[src/rtl/ram_access_ctrl.sv]
// rtl/ram_access_ctrl.sv - single-port RAM access controller with programmable wait states
module ram_access_ctrl #(
    parameter int                 ADDR_W     = 12,
    parameter int                 DATA_W     = 8,
    parameter logic [ADDR_W-1:0]  MEM_TOP    = 12'hFFF,
    parameter logic [3:0]         RESET_WAIT = 4'd2
) (
    input  logic              clock,
    input  logic              reset_n,
    input  logic              req,
    input  logic              r_wb,
    input  logic [ADDR_W-1:0] addr,
    input  logic [DATA_W-1:0] wdata,
    input  logic              cfg_we,
    input  logic [3:0]        cfg_wait,
    output logic              busy,
    output logic              done,
    output logic              err,
    output logic [DATA_W-1:0] rdata,
    output logic              ram_cs,
    output logic              ram_we,
    output logic [ADDR_W-1:0] ram_addr,
    output logic [DATA_W-1:0] ram_wdata,
    input  logic [DATA_W-1:0] ram_rdata
);

    typedef enum logic [1:0] {
        IDLE     = 2'd0,
        ACCESS   = 2'd1,
        COMPLETE = 2'd2,
        ERROR    = 2'd3
    } state_t;

    state_t              state_q, state_d;
    logic [3:0]          wcnt_q, wcnt_d;
    logic [3:0]          wait_q, wait_d;
    logic                rwb_q, rwb_d;
    logic [ADDR_W-1:0]   ram_addr_q, ram_addr_d;
    logic [DATA_W-1:0]   ram_wdata_q, ram_wdata_d;
    logic [DATA_W-1:0]   rdata_q, rdata_d;
    logic                busy_q, busy_d;
    logic                done_q, done_d;
    logic                err_q, err_d;
    logic                ram_cs_q, ram_cs_d;
    logic                ram_we_q, ram_we_d;

    // Next-state logic; outputs are decoded from the next state so every output is a flop
    always_comb begin
        state_d     = state_q;
        wcnt_d      = wcnt_q;
        rwb_d       = rwb_q;
        ram_addr_d  = ram_addr_q;
        ram_wdata_d = ram_wdata_q;
        rdata_d     = rdata_q;
        // The wait register is independent of the FSM; an accepted request already
        // sampled the old value into wcnt on this same edge.
        wait_d      = cfg_we ? cfg_wait : wait_q;

        case (state_q)
            IDLE: begin
                if (req) begin
                    rwb_d  = r_wb;
                    wcnt_d = wait_q;
                    if (addr > MEM_TOP) begin
                        // Bad address never reaches the RAM pins, so ram_addr keeps its last value
                        state_d = ERROR;
                    end else begin
                        state_d     = ACCESS;
                        ram_addr_d  = addr;
                        ram_wdata_d = wdata;
                    end
                end
            end
            ACCESS: begin
                if (wcnt_q == 4'd0) begin
                    state_d = COMPLETE;
                    if (rwb_q) begin
                        rdata_d = ram_rdata;
                    end
                end else begin
                    wcnt_d = wcnt_q - 4'd1;
                end
            end
            COMPLETE: state_d = IDLE;
            ERROR:    state_d = IDLE;
            default:  state_d = IDLE;
        endcase

        busy_d   = (state_d != IDLE);
        done_d   = (state_d == COMPLETE) || (state_d == ERROR);
        err_d    = (state_d == ERROR);
        ram_cs_d = (state_d == ACCESS);
        ram_we_d = (state_d == ACCESS) && !rwb_d;
    end

    // State and registered outputs; reset aborts any transaction without a done pulse
    always_ff @(posedge clock or negedge reset_n) begin
        if (!reset_n) begin
            state_q     <= IDLE;
            wcnt_q      <= 4'd0;
            wait_q      <= RESET_WAIT;
            rwb_q       <= 1'b0;
            ram_addr_q  <= '0;
            ram_wdata_q <= '0;
            rdata_q     <= '0;
            busy_q      <= 1'b0;
            done_q      <= 1'b0;
            err_q       <= 1'b0;
            ram_cs_q    <= 1'b0;
            ram_we_q    <= 1'b0;
        end else begin
            state_q     <= state_d;
            wcnt_q      <= wcnt_d;
            wait_q      <= wait_d;
            rwb_q       <= rwb_d;
            ram_addr_q  <= ram_addr_d;
            ram_wdata_q <= ram_wdata_d;
            rdata_q     <= rdata_d;
            busy_q      <= busy_d;
            done_q      <= done_d;
            err_q       <= err_d;
            ram_cs_q    <= ram_cs_d;
            ram_we_q    <= ram_we_d;
        end
    end

    assign busy      = busy_q;
    assign done      = done_q;
    assign err       = err_q;
    assign rdata     = rdata_q;
    assign ram_cs    = ram_cs_q;
    assign ram_we    = ram_we_q;
    assign ram_addr  = ram_addr_q;
    assign ram_wdata = ram_wdata_q;

endmodule

[config.mk]
export PLATFORM = sky130hd
export DESIGN_NAME = ram_access_ctrl
export DESIGN_NICKNAME = d
export VERILOG_FILES = /design/src/rtl/ram_access_ctrl.sv
export SDC_FILE = /design/constraint.sdc
export NUM_CORES = 1
export LEC_CHECK = 0
export ABC_AREA = 1
export CORE_MARGIN = 5
export CORE_UTILIZATION = 40
export CTS_CLUSTER_DIAMETER = 50
export CTS_CLUSTER_SIZE = 10
export DETAILED_ROUTE_END_ITERATION = 7
export MAX_ROUTING_LAYER = met4
export PLACE_DENSITY = 0.77
export SYNTH_ARGS = -nofsm -noshare
export SYNTH_HDL_FRONTEND = slang
export SYNTH_SLANG_ARGS = --single-unit
[constraint.sdc]
create_clock -name clock -period 1.78 [get_ports clock]
set_clock_uncertainty 0.1 [all_clocks]
set_input_delay 0.267 -clock clock [delete_from_list [all_inputs] [get_ports clock]]
set_output_delay 0.267 -clock clock [all_outputs]
set_load 0.03 [all_outputs]
==> results.cfg, run 1 <==
[outcome]
status = finished clean

[grt]
track_usage_pct = 13.1
grt_max_degree = 41
grt_pass1_wl_mm = 6.13
grt_pass1_vias = 1356
overflow = 0
antenna_found_initial = 0

[setup_path]
crit_arrival_ns = 1.35
crit_path_top_delay_cell = clkdlybuf4s50_1
end_kind = output pin
path_cells = clkdlybuf4s50_1
path_class = register to output pin
required_ns = 1.41
cp_max_fo = 2
startpoint = ram_addr[2]$_DFFE_PN0P_
cpPeakStageDelay_ns = 0.68
cp_num_buf_inv = 1
worstSetupStartpointType = register
critical-path-top-delay-family = buffers and inverters
r2r-start = wcnt_q[0]$_DFFE_PN0P_

[yosys]
synth_edf_count = 0
syn_avg_cell_area_um2 = 9.92
ys.flop_type = dfrtp_1
syn-num-nets = 228
synth-seq-cells = 43
synth_async_sr_flop_share_pct = 100
synthCells = 190
seq_area_frac_synth_pct = 57.1
netlist_area_um2 = 1890
ys_types = 22
yosysWarnings = 0

[cts]
cts_sinks = 43
htree_levels = 2
path_clk_slew_ns = 0.08
numCtsBuffers = 5
cts-root-buf = clkbuf_8
cts_tree = yes
clk_latency_ns = 0.29
ctsLongestPathBuffers = 2

[die]
boundaryPins = 70
die_w_um = 78.7
dieArea_um2 = 6190
initial_utilization_pct = 40.5
num_rows = 25
die_y_um = 78.7
core_area_um2 = 4660

[power]
p_sw_share_pct = 42.8
power.density_nw_per_um2 = 1880
comb_power_share_pct = 52.5
pwr-share-clk_pct = 15.0
power_switching_mw = 2.21
seqPwrFrac_pct = 32.4
intPower_mw = 2.96
ir_worst_vdd_v = 0.000881
p_leak_nw = 1.34

[job]
max_cap_viol_count = 0

[finish]
drive_above_1_share_pct = 18.0
post-route-util_pct = 59.0
nNetsFinal = 303
regArea_um2 = 1080
diodes = 0
multi_input_area_um2 = 646
layout-area-overhead-vs-synth_pct = 45.9
fill_cells = 423

[placement]
detailed_place_hpwl_mm = 2.80
portBuffers = 69
gp_congestion = 0.799

[sta]
hold-worst-slack_ns = 0.338
final.setup.tns_ns = 0
final_min_period_over_clock_period_pct = 96.3
rsz0062_at_grt = no
finalHoldViolations = 0
period_minus_slack_ns = 1.71
slew_viol_final = 0
setup_viol = 0
timing.fmax_ghz = 0.583

[route]
viasPerCell = 4.55
vias = 1457
post-route-drc-count = 0
drt_pre_antenna_iters = 4
drtIter0Drc = 24
wl_mm = 3.75
antenna_left = 0
wl_per_cell_um = 11.7

[hold_path]
worst_hold_path_type = primary input to asynchronous set/reset pin
## power by group through the flow
stage	registers, mW	clock network (mW)	logic (mW)
after floorplan	2.35	0	1.11
after global placement	1.69	0	2.70
after detailed placement	1.70	0	2.75
after CTS	1.68	0.806	2.76
after global routing	1.74	0.835	2.95
final	1.68	0.778	2.72
## kinds of logic (layout without fill, tap and decap cells)
kind of cell               after synthesis  in the layout  synth area share, %
AOI/OAI and AO/OA                       29             29                 11.7
adders and majority gates                1              1                0.663
buffers and inverters                   35            111                 8.63
DFF                                     43             43                 57.1
muxes                                    2              2                 1.19
other                                    1              1                0.199
and+or+nand+nor                         79             79                 20.5
## final timing paths
check / to / slack [ns] / depth (start not counted)
max in group asynchronous: rdata[3]$_DFFE_PN0P_ / 0.67 / 3
min in group clock: rdata[4]$_DFFE_PN0P_ / 0.37 / 2
min reg2reg: rdata[4]$_DFFE_PN0P_ / 0.37 / 2
min: rdata[6]$_DFFE_PN0P_ / 0.34 / 2
max: ram_addr[2] / 0.07 / 1
max reg2reg: rdata[0]$_DFFE_PN0P_ / 0.24 / 7
## layer usage
metal / global-route usage, % / wire, µm / vias to the layer above / share of wire, %
met5: - / 0 / - / 0
met4: 4.20 / 44 / 0 / 1.2
met3: 4.24 / 294 / 7 / 7.8
met2: 21.2 / 1780 / 51 / 47
met1: 15.4 / 1640 / 668 / 44
li1: - / - / 731 / -
## registers in the layout (all words and copies together) (netlist names)
name,count
wait_q,4
ram_cs,1
state_q,1
ram_we,1
err,1
done,1
wcnt_q,4
ram_wdata,8
busy,1
ram_addr,12
rdata,8
rwb_q,1
## cell usage after synthesis (2+ instances only)
cell type / count / area (µm²)
nand3_1: 11 / 55.1
dfrtp_1: 42 / 1050
nand2_4: 3 / 33.8
o21ai_1: 4 / 20.0
mux2_2: 2 / 22.5
inv_2: 2 / 7.51
o21ai_0: 4 / 20.0
nor2_1: 4 / 15.0
nand2_2: 4 / 25.0
nand2_1: 53 / 199
inv_1: 28 / 105
buf_6: 4 / 45.0
o21ai_2: 20 / 175
## cells in the final DEF, fill, tap and decap left out, drive strengths merged
| master | instances |
|---|---|
| dlygate4sd3 | 1 |
| dlygate4sd2 | 1 |
| a21oi | 1 |
| ha | 1 |
| inv | 30 |
| conb | 1 |
| clkbuf | 6 |
| nor2 | 6 |
| clkinv | 1 |
| dfrtp | 42 |
| clkdlybuf4s50 | 67 |
| nand3 | 13 |
| nand2 | 60 |
| o21ai | 28 |
| bufinv | 1 |
| buf | 4 |
| dfstp | 1 |
| mux2 | 2 |
## metrics by stage
stage                     power, mW  instance area, µm²  setup slack (ns)  cells
final                          5.18                2750            0.0658    320
after CTS                      5.25                2750            0.0594    320
after floorplan                3.46                1890             0.426    190
after global placement         4.39                2620             0.263    311
after global routing           5.52                2750            0.0173    320
after detailed placement       4.45                2620             0.236    311
## what timing repair did
| item | in CTS | in global routing |
|---|---|---|
| endpoints found under the setup margin | 1 | 0 |
| buffers inserted | 0 | 0 |
| resized for setup | 1 | 0 |
| hold endpoints to repair | 17 | 0 |
| hold buffers | 1 | 0 |
## area by class of cell
| cell class | instances | share of cell area [%] |
|---|---|---|
| Sequential cell | 43 | 39.2 |
| Timing Repair Buffer | 73 | 26.5 |
| Multi-Input combinational cell | 112 | 23.5 |
| Inverter | 30 | 4.09 |
| Clock buffer | 6 | 3.00 |
| Tap cell | 54 | 2.46 |
| Clock inverter | 2 | 1.27 |
Note: power is estimated with default switching activity, not from simulation.
==> inputs of run 2 (changes only) <==
Settings changed: REMOVE_ABC_BUFFERS set to 1.
==> results.cfg, run 2 (synthesis gave the netlist of run 1 again) <==
[finish]
layout-area-overhead-vs-synth_pct = 44.3
instances_no_fill = 321
final_cell_area_um2 = 2720
final_cell_mix = clkdlybuf4s50_1 (67), nand2_1 (53), dfrtp_1 (42)
layout.cells.most_common = clkdlybuf4s50_1
drive_above_1_share_pct = 17.6
nNetsFinal = 304
fill_cells = 439
largest_reg_flops = 12
diodes = 0

[grt]
antenna_found_initial = 0
grt_pass1_vias = 1489
overflow = 0
grt_max_degree = 32
track_usage_pct = 14.1
grt_pass1_wl_mm = 6.64

[sta]
rsz0062_at_grt = no
slew_viol_final = 0
final_min_period_over_clock_period_pct = 95.4
hold-worst-slack_ns = 0.341
final.setup.tns_ns = 0
setup_viol = 0
timing.fmax_ghz = 0.589
finalHoldViolations = 0
period_minus_slack_ns = 1.70

[hold_path]
worst_hold_path_type = primary input to asynchronous set/reset pin

[die]
die_w_um = 78.7
dieArea_um2 = 6190
num_rows = 25
initial_utilization_pct = 40.5
core_area_um2 = 4660
boundaryPins = 70
die_y_um = 78.7

[power]
seqPwrFrac_pct = 33.7
intPower_mw = 2.79
p_sw_share_pct = 44.1
comb_power_share_pct = 54.7
pwr-share-clk_pct = 11.6
ir_worst_vdd_v = 0.000805
power_switching_mw = 2.21
p_leak_nw = 1.33
power.density_nw_per_um2 = 1840

[cts]
cts_tree = yes
post_cts_buffers = 0
numCtsBuffers = 5
clk_latency_ns = 0.29
cts-root-buf = clkbuf_8
cts_sinks = 43
htree_levels = 2
path_clk_slew_ns = 0.08
ctsLongestPathBuffers = 2

[setup_path]
path_cells = clkdlybuf4s50_1
crit_path_top_delay_cell = clkdlybuf4s50_1
path_class = register to output pin
worstSetupStartpointType = register
r2r_cells = 7
path_depth = 1
cp_num_buf_inv = 1
end_kind = output pin
cp_max_fo = 2
crit_arrival_ns = 1.33
critical-path-top-delay-family = buffers and inverters
required_ns = 1.41
cpPeakStageDelay_ns = 0.69

[placement]
placed_cell_area_um2 = 2630
place_inst = 312
gp_congestion = 0.778
detailed_place_hpwl_mm = 2.98
portBuffers = 69

[route]
post-route-drc-count = 0
drt_pre_antenna_iters = 4
wl_per_cell_um = 12.0
viasPerCell = 4.52
wl_mm = 3.84
drtIter0Drc = 47
antenna_left = 0
vias = 1450

[job]
max_cap_viol_count = 0

[outcome]
status = finished clean
run 2: layout make-up:
| class | count | area [µm²] | area share, % |
|---|---|---|---|
| clock buffer | 7 | 76.3 | 2.80 |
| clock inverter | 1 | 5.00 | 0.184 |
| inverter | 30 | 113 | 4.14 |
| multi-input combinational | 112 | 646 | 23.7 |
| sequential | 43 | 1080 | 39.6 |
| tap | 54 | 67.6 | 2.48 |
| timing repair buffer | 74 | 737 | 27.1 |
run 2: path summary, 6_finish.rpt:
check / from / end / slack [ns]
worst min-delay path: reset_n / done$_DFF_PN0_ / 0.34
worst min register to register: rdata[3]$_DFFE_PN0P_ / rdata[3]$_DFFE_PN0P_ / 0.37
worst max-delay path: ram_addr[8]$_DFFE_PN0P_ / ram_addr[8] / 0.08
worst max register to register: wcnt_q[0]$_DFFE_PN0P_ / rdata[4]$_DFFE_PN0P_ / 0.27
max in group asynchronous: reset_n / ram_addr[1]$_DFFE_PN0P_ / 0.68
min in group clock: rdata[3]$_DFFE_PN0P_ / rdata[3]$_DFFE_PN0P_ / 0.37
run 2: metal layers:
metal | up-vias | GRT usage [%] | wire length [µm]
met4 | 0 | 5.77 | 74
met3 | 8 | 4.82 | 350
li1 | 734 | - | -
met1 | 652 | 16.1 | 1650
met5 | - | - | 0
met2 | 56 | 22.7 | 1770
run 2: metrics by stage:
stage                     power (mW)  setup WS, ns  utilization [%]
after floorplan                 3.39         0.128                -
after global placement          4.41         0.286             56.5
after detailed placement        4.48         0.259             56.5
after CTS                       5.07        0.0568             58.4
after global routing            5.37        0.0233             58.4
final                           5.00        0.0825             58.4
run 2: timing repair:
item	in CTS	in global routing
gates resized for setup	1	0
endpoints found under the setup margin	1	0
hold buffers	1	0
endpoints found under the hold margin	15	0
run 2: power by group through the flow:
| stage | Sequential (mW) | Clock [mW] | Combinational (mW) |
|---|---|---|---|
| 2_1_floorplan | 2.38 | 0 | 1.01 |
| 3_3_place_gp | 1.70 | 0 | 2.71 |
| 3_5_place_dp | 1.70 | 0 | 2.77 |
| 4_1_cts | 1.69 | 0.607 | 2.78 |
| 5_1_grt | 1.76 | 0.639 | 2.97 |
| 6_report | 1.68 | 0.582 | 2.74 |
